### src/rtl/rca_pkg.sv
// rca_pkg: shared types and constants for the nibble-serial adder.
//   state_e : controller state encoding (IDLE / ADD / DONE)
//   NIB_W   : width of one adder step (the rca operand width)
package rca_pkg;

  typedef enum logic [1:0] {
    ST_IDLE = 2'd0,
    ST_ADD  = 2'd1,
    ST_DONE = 2'd2
  } state_e;

  localparam int NIB_W = 4;

endpackage

### src/rtl/rca.sv
// rca: 4-bit ripple-carry adder, the shared datapath slice.
//   a, b  : nibble operands
//   c_in  : carry-in
//   sum   : {carry-out, 4-bit sum}
module rca (
  input  logic [3:0] a,
  input  logic [3:0] b,
  input  logic       c_in,
  output logic [4:0] sum
);

  logic [4:0] c;

  assign c[0] = c_in;

  for (genvar i = 0; i < 4; i++) begin : g_fa
    assign sum[i]  = a[i] ^ b[i] ^ c[i];
    assign c[i+1]  = (a[i] & b[i]) | (c[i] & (a[i] ^ b[i]));
  end

  assign sum[4] = c[4];

endmodule

### src/rtl/rca_seq_ctrl.sv
// rca_seq_ctrl: WIDTH-bit adder built by stepping one 4-bit rca over the
// operands LSB nibble first, carrying between steps through a register.
//   clk, rst_n : clock, async active-low reset
//   start      : request, accepted in IDLE or DONE
//   a, b, c_in : operands, captured with an accepted start
//   busy       : nibble steps in progress
//   done       : one-cycle completion pulse
//   sum        : registered WIDTH+1 result, updated only on completion
module rca_seq_ctrl
  import rca_pkg::*;
#(
  parameter int WIDTH = 16
) (
  input  logic             clk,
  input  logic             rst_n,
  input  logic             start,
  input  logic [WIDTH-1:0] a,
  input  logic [WIDTH-1:0] b,
  input  logic             c_in,
  output logic             busy,
  output logic             done,
  output logic [WIDTH:0]   sum
);

  localparam int NIBS  = WIDTH / NIB_W;
  localparam int IDX_W = (NIBS > 1) ? $clog2(NIBS) : 1;

  state_e                       state_q, state_d;
  logic [NIBS-1:0][NIB_W-1:0]   a_q, a_d;
  logic [NIBS-1:0][NIB_W-1:0]   b_q, b_d;
  logic [NIBS-1:0][NIB_W-1:0]   work_q, work_d;
  logic [NIBS-1:0][NIB_W-1:0]   work_upd;
  logic                         carry_q, carry_d;
  logic [IDX_W-1:0]             idx_q, idx_d;
  logic [WIDTH:0]               sum_q, sum_d;

  logic [NIB_W-1:0]             rca_a, rca_b;
  logic [NIB_W:0]               rca_sum;
  logic                         last_nib;
  logic                         accept;

  // Adder sees registered values only, so its inputs are stable for the
  // whole cycle regardless of what the requester does with a/b/c_in.
  assign rca_a    = a_q[idx_q];
  assign rca_b    = b_q[idx_q];
  assign last_nib = (idx_q == IDX_W'(NIBS - 1));

  rca u_rca (
    .a    (rca_a),
    .b    (rca_b),
    .c_in (carry_q),
    .sum  (rca_sum)
  );

  // Work nibbles with the current step folded in; used both for the work
  // register and for the final sum load so the last nibble is not lost.
  always_comb begin
    work_upd        = work_q;
    work_upd[idx_q] = rca_sum[NIB_W-1:0];
  end

  // DONE accepts a new request too, giving back-to-back operation.
  assign accept = start && (state_q != ST_ADD);

  always_comb begin
    state_d = state_q;
    a_d     = a_q;
    b_d     = b_q;
    work_d  = work_q;
    carry_d = carry_q;
    idx_d   = idx_q;
    sum_d   = sum_q;
    case (state_q)
      ST_ADD: begin
        work_d  = work_upd;
        carry_d = rca_sum[NIB_W];
        idx_d   = idx_q + IDX_W'(1);
        if (last_nib) begin
          state_d = ST_DONE;
          sum_d   = {rca_sum[NIB_W], work_upd};
        end
      end
      default: state_d = ST_IDLE;
    endcase
    if (accept) begin
      a_d     = a;
      b_d     = b;
      carry_d = c_in;
      idx_d   = '0;
      state_d = ST_ADD;
    end
  end

  always_ff @(posedge clk or negedge rst_n) begin
    if (!rst_n) begin
      state_q <= ST_IDLE;
      a_q     <= '0;
      b_q     <= '0;
      work_q  <= '0;
      carry_q <= 1'b0;
      idx_q   <= '0;
      sum_q   <= '0;
    end else begin
      state_q <= state_d;
      a_q     <= a_d;
      b_q     <= b_d;
      work_q  <= work_d;
      carry_q <= carry_d;
      idx_q   <= idx_d;
      sum_q   <= sum_d;
    end
  end

  assign busy = (state_q == ST_ADD);
  assign done = (state_q == ST_DONE);
  assign sum  = sum_q;

endmodule

### config.mk
export PLATFORM = sky130hd
export DESIGN_NAME = rca_seq_ctrl
export DESIGN_NICKNAME = d
export VERILOG_FILES = /design/src/rtl/rca_pkg.sv /design/src/rtl/rca.sv /design/src/rtl/rca_seq_ctrl.sv
export SDC_FILE = /design/constraint.sdc
export NUM_CORES = 1
export LEC_CHECK = 0
export CORE_AREA = 2 2 78 80
export DETAILED_ROUTE_END_ITERATION = 8
export DIE_AREA = 0 0 80 82
export GPL_TIMING_DRIVEN = 0
export PLACE_DENSITY = 0.81
export SYNTH_ARGS = -nofsm -noshare
export SYNTH_HDL_FRONTEND = slang
export SYNTH_HIERARCHICAL = 1
export SYNTH_SLANG_ARGS = --single-unit
### constraint.sdc
create_clock -name clk -period 8.7 [get_ports clk]
set_input_delay 1.74 -clock clk [delete_from_list [all_inputs] [get_ports clk]]
set_output_delay 1.74 -clock clk [all_outputs]
set_load 0.02 [all_outputs]
==> metrics.txt, run 1 <==
status=complete, no violations; maximum VDD drop=roughly 210 uV; Multi-input gate area=1305 um2; number of clock sinks=66; NumNets Final=about 320; filler instances=441; most frequent cells in the layout=dfrtp_1 (66), clkdlybuf4s50_1 (53), mux2_4 (30), mux2_2 (20), nand2_1 (17); Max clock buf depth=2; Initial Utilization=53.81%; Synth area leader=dfrtp_1; Clock power frac=around 14%; # rows=28; post-synth top area share=a little over half; Ports=55; Die Y=~82 um; RSZ-0062 raised after global routing=no; Setup Buffers After CTS=0; CTS Buf Count=9; Buffers on Ports=54; setup TNS=0 ns; die width=80 um; Tot GR Track Use=between 10% and 20%; Sequential Area=1652 um2; DP Wirelength=around 3700 um; pwr dens=around 450 nW/um2; first-pass GRT wire length=between 8000 and 9000 um; Antenna Violating Nets Remaining=0; Area Overhead vs Synth=26.95%; fin util=68.31%; met3 Track Usage GR=4.725%; largest net degree at the start of global routing=67; worst slew pin tran=0.8048 ns; Int Pwr=1.113 mW; CP Data Arrival Time=1.70 ns; nature of the critical path endpoint=output port; ANT cells=0; most common cell after layout, fill and taps aside=dfrtp_1; pre-CTS setup slack=5.296 ns; Placer Congestion=0.6974; Routed WL=around 5100 um; total grt overflow=0; Post-Syn Instances=208; DR vias=about 1800; antenna violations before repair=0; routed len/inst=14.58 um; fin crit share=39.50%; CTS tree=built; drt via density=5.031; busiest layer in global routing=met2; # setup viols final=0; Die ar.=6560 um2; setup slack after layout=5.264 ns; 1st-iter DRT viols=100; router iterations before antenna repair=4; H-tree depth=3; post-synth cell types=20; Mapped Area=3092 um2; register area share after synthesis=53.42%; Syn. warnings=6; HP Class=flop to flop; Switching Share=a little under two fifths; Avg Cell Area, Syn=14.86 um2; Critical Path RT=6.96 ns; vias in the first global route=about 1900; Flop pwr share=31.3%; layout cells sized above 1=a little under a third; Max-Cap Viols=0; Slew Limit Fails=0; highest clock rate=291.0 MHz; post-cts resize count=0; Worst Skew=0.003385 ns; Clock Latency Late Sink=0.33 ns; peak fanout along the critical path=10; max_slew headroom=46.35%; Synth Net Count=252; #FFs+latches synth=66; Synth area leaders=dfrtp_1 (53%), mux2_4 (15%), mux2_2 (7.3%), mux4_2 (5.8%), mux2i_1 (4.2%); Root Buffer=clkbuf_8; met2 Track Usage GR=29.25%; clk slew on worst S/H paths=0.07 ns; CP Class=flop to output port; Core ar.=5746 um2; final hold violation count=0; met1 usage=23.56%; Static Leak=between 1.5 and 2 nW; combinational share of power=about 55%; DRC violations left=0; Hold-fix buffers, CTS=0; Tmin final=3.436 ns; P_sw=0.6457 mW; Startpoint Class=flop
[through the flow]
step	instances	area [um2]	hold slack (ns)	power, mW
floorplan	208	3092	0.4740	1.243
global placement	337	3726	0.4621	1.498
detailed placement	337	3724	0.4701	1.539
CTS	353	3925	0.4852	1.792
global route	353	3925	0.5156	1.898
finish	353	3925	0.4786	1.759
[power by group through the flow]
| stage | clock network [mW] | registers (mW) | logic, mW |
|---|---|---|---|
| after floorplan | 0 | 0.578 | 0.665 |
| after global placement | 0 | 0.548 | 0.950 |
| after detailed placement | 0 | 0.554 | 0.984 |
| after CTS | 0.256 | 0.550 | 0.986 |
| after global routing | 0.270 | 0.569 | 1.06 |
| final | 0.249 | 0.550 | 0.960 |
[final timing paths]
check                                start        end  slack [ns]  cells after the start
worst min-delay path                sum[7]     sum[7]        0.48                      2
worst min register to register      sum[7]     sum[7]        0.48                      2
min in group asynchronous            rst_n     a_q[2]        1.50                      1
worst max-delay path            state_q[0]       busy        5.26                      3
max in group asynchronous            rst_n  work_q[3]        6.68                      1
worst max register to register    idx_q[0]     sum[3]        5.33                     12
[logic make-up after synthesis]
kind of cell    count (synthesis)  synth area share [%]
compound gates                 14                 2.347
buf+inv                        26                 4.371
flops                          66                 53.42
simple gates                   23                 3.764
fa+ha+maj                       8                 4.209
mux                            71                 31.89
[critical path: stages (launching register included)]
cell	delay, ns
dfrtp_1	0.38
nor2b_4	0.18
buf_4	0.19
clkdlybuf4s50_1	0.62
[sequential cells by signal, indices dropped and copies added (netlist names)]
name,cells
carry_q,1
idx_q,2
state_q,2
sum,17
a_q,16
b_q,16
work_q,12
[synth_stat cells, drive strengths merged]
| library cell | count |
|---|---|
| dfrtp | 66 |
| nor2 | 2 |
| buf | 8 |
| fa | 4 |
| nor2b | 2 |
| mux2i | 13 |
| ha | 4 |
| mux4 | 8 |
| nand2b | 1 |
| o31ai | 1 |
| nand3b | 1 |
| mux2 | 50 |
| o21ai | 13 |
| clkbuf | 5 |
| nand2 | 17 |
| inv | 13 |
[area by class of cell]
type	instances	area share [%]
multi-input combinational	116	33.25
buffer	13	2.200
tap	75	2.391
sequential	66	42.08
timing repair buffer	54	13.71
clock buffer	15	5.005
inverter	13	1.243
clock inverter	1	0.1275
[metal layers]
layer / wire, um / up-vias / part of all wire (%)
li1: - / 850 / -
met4: 100 / 0 / 1.9
met3: 238 / 8 / 4.6
met1: 2275 / 873 / 44
met5: 0 / - / 0
met2: 2530 / 45 / 49
(Power assumes the default switching activity.)
==> run 2: changes to the inputs <==
--- a/config.mk
+++ b/config.mk
@@ -5,11 +5,11 @@
 export SDC_FILE = /design/constraint.sdc
 export NUM_CORES = 1
 export LEC_CHECK = 0
-export CORE_AREA = 2 2 78 80
+export CORE_AREA = 2 2 81 83
 export DETAILED_ROUTE_END_ITERATION = 8
-export DIE_AREA = 0 0 80 82
+export DIE_AREA = 0 0 83 85
 export GPL_TIMING_DRIVEN = 0
-export PLACE_DENSITY = 0.81
+export PLACE_DENSITY = 0.76
 export SYNTH_ARGS = -nofsm -noshare
 export SYNTH_HDL_FRONTEND = slang
 export SYNTH_HIERARCHICAL = 1
==> constraint.sdc (replaced) <==
create_clock -name clk -period 3.5 [get_ports clk]
set_input_delay 0.7 -clock clk [delete_from_list [all_inputs] [get_ports clk]]
set_output_delay 0.7 -clock clk [all_outputs]
set_load 0.02 [all_outputs]
==> run 2 against run 1 <==
- global-route usage decreased by 2.2 points
- critical path depth is 9 higher
- routed wire length grew 1.1%
- via count rose by 0.84%
- register-to-register slack lost 5.1 ns
- sequential share of layout area barely moved
- core utilization down 5.0 points
- cell count is 0.57% higher
- worst setup slack lost 5.0 ns
- largest cell class unchanged
- sequential cell count is the same
- clock skew increased by 0.0019 ns
==> metrics.txt, run 2 (synthesis gave the netlist of run 1 again) <==
router iterations before antenna repair=4 (unchanged); Int Pwr=2.778 mW (+150%); max_slew headroom=46.79% (+0.44 points); CTS tree=built; Root Buffer=clkbuf_8; routed len/inst=14.66 um (+0.56%); NumNets Final=317 (unchanged); total grt overflow=0 (unchanged); Startpoint Class=flop; Clock Latency Late Sink=0.34 ns (about the same); fin cells=355 (+0.57%); Core ar.=6205 um2 (+8.0%); CP Data Arrival Time=3.53 ns (+1.83 ns); clk slew on worst S/H paths=0.07 ns (about the same); vias in the first global route=1804 (-3.9%); RR Startpoint=idx_q[0]; Max clock buf depth=2 (unchanged); antenna violations before repair=0 (unchanged); Die Y=85 um (+3.7%); number of clock sinks=66 (unchanged); DR vias=1791 (+0.84%); Switching Share=36.63% (-0.086 points); Antenna Violating Nets Remaining=0 (unchanged); DP Wirelength=3713 um (-0.20%); highest clock rate=306.0 MHz; HP Class=input pin to async pin; most common cell after layout, fill and taps aside=dfrtp_1; ANT cells=0 (unchanged); RR Endpoint=sum[11]; P_sw=1.606 mW (+150%); combinational share of power=54.4% (-0.2 points); FF-to-FF setup slack=0.23 ns (-5.10 ns); Tot GR Track Use=16.28% (-2.2 points); placed cell count=339 (+0.59%); CTS Buf Count=9 (unchanged); Max-Cap Viols=0 (unchanged); layout cells sized above 1=29.86% (-0.72 points); Initial Utilization=49.83% (-4.0 points); Flop pwr share=31.1% (-0.2 points); Clock power frac=14.6% (+0.5 points); R2R cell count=12 (unchanged); final hold violation count=0 (unchanged); first-pass GRT wire length=8783 um (-1.0%); pwr dens=1117 nW/um2 (+150%); Setup Buffers After CTS=0 (unchanged); placed inst area=3726 um2 (about the same); DRC violations left=0 (unchanged); largest net degree at the start of global routing=67 (unchanged); most frequent cells in the layout=dfrtp_1 (66), clkdlybuf4s50_1 (53), mux2_4 (30), mux2_2 (20), nand2_1 (17); fin crit share=93.37%; Routed WL=5203 um (+1.1%); RSZ-0062 raised after global routing=no; Static Leak=1.827 nW (-0.25%); Critical Path RT=3.76 ns (-3.20 ns); die width=83 um (+3.8%); Ports=55 (unchanged); Placer Congestion=0.7594 (+8.9%); CP Class=flop to flop; max reg flops=17 (unchanged); maximum VDD drop=529.5 uV (+150%); peak fanout along the critical path=10 (unchanged); 1st-iter DRT viols=30 (-70%); # setup viols final=0 (unchanged); Area Overhead vs Synth=26.99% (about the same); status=complete, no violations; Worst Skew=0.005252 ns (+0.001867 ns); H-tree depth=3 (unchanged); worst slew pin tran=0.7982 ns (-0.006600 ns); fin area=3926 um2 (about the same); Slew Limit Fails=0 (unchanged); Tmin final=about 3.3 ns; drt via density=5.045 (+0.28%); Die ar.=7055 um2 (+7.5%); nature of the critical path endpoint=flop; Buffers on Ports=54 (unchanged); # rows=29 (+3.6%)
## run 2: what timing repair did
action,CTS,global route
endpoints found under the setup margin,0,3
gates resized for setup,0,1
hold buffers,0,0
## run 2: layer usage
layer  track usage, %  vias up  wire [um]
met2            24.93       46       2464
met3            5.642        6        243
met1            21.64      893       2425
li1                 -      846          -
met4            6.259        0         69
met5                0        -          0
## run 2: critical path: stages, from the launching register on
cell and delay, ns:
dfrtp_1 0.37, clkbuf_4 0.28, mux4_2 0.56, fa_1 0.42, inv_1 0.07, fa_1 0.15
inv_1 0.05, fa_1 0.36, inv_1 0.08, fa_1 0.41, inv_1 0.19, mux2i_1 0.11
o21ai_0 0.14
## run 2: worst max path at each step
| stage | end | start | slack [ns] |
|---|---|---|---|
| 2_1_floorplan | sum[11] | idx_q[0] | 0.44 |
| 3_3_place_gp | b_q[7] | rst_n | -0.40 |
| 3_5_place_dp | sum[3] | idx_q[0] | 0.14 |
| 4_1_cts | sum[3] | idx_q[0] | 0.13 |
| 5_1_grt | sum[7] | idx_q[0] | 0.003 |
| 6_report | sum[11] | idx_q[0] | 0.23 |
## run 2: cell type report
| class | count | area (um2) |
|---|---|---|
| Sequential cell | 66 | 1652 |
| Fill cell | 500 | 2278 |
| Multi-Input combinational cell | 116 | 1305 |
| Clock inverter | 2 | 35.03 |
| Clock buffer | 14 | 162.7 |
| Timing Repair Buffer | 54 | 538.0 |
| Buffer | 13 | 88.84 |
| Tap cell | 77 | 96.34 |
| Inverter | 13 | 48.80 |
## run 2: power by group through the flow
stage	logic [mW]	registers [mW]	clock network (mW)
6_report	2.38	1.36	0.639
5_1_grt	2.62	1.41	0.694
4_1_cts	2.44	1.37	0.652
3_5_place_dp	2.43	1.37	0
3_3_place_gp	2.37	1.36	0
2_1_floorplan	1.65	1.44	0
## run 2: metrics by stage
step | setup TNS [ns] | total power, mW | util [%] | hold slack, ns | worst slack (ns)
final | 0 | 4.384 | 63.28 | 0.4546 | 0.2320
after global routing | 0 | 4.722 | 63.28 | 0.5082 | 0.002526
after CTS | 0 | 4.454 | 63.24 | 0.4792 | 0.1253
after detailed placement | 0 | 3.803 | 60.05 | 0.4718 | 0.1369
after global placement | -26.52 | 3.730 | 60.09 | 0.4621 | -0.4041
after floorplan | 0 | 3.090 | - | 0.4044 | 0.4449
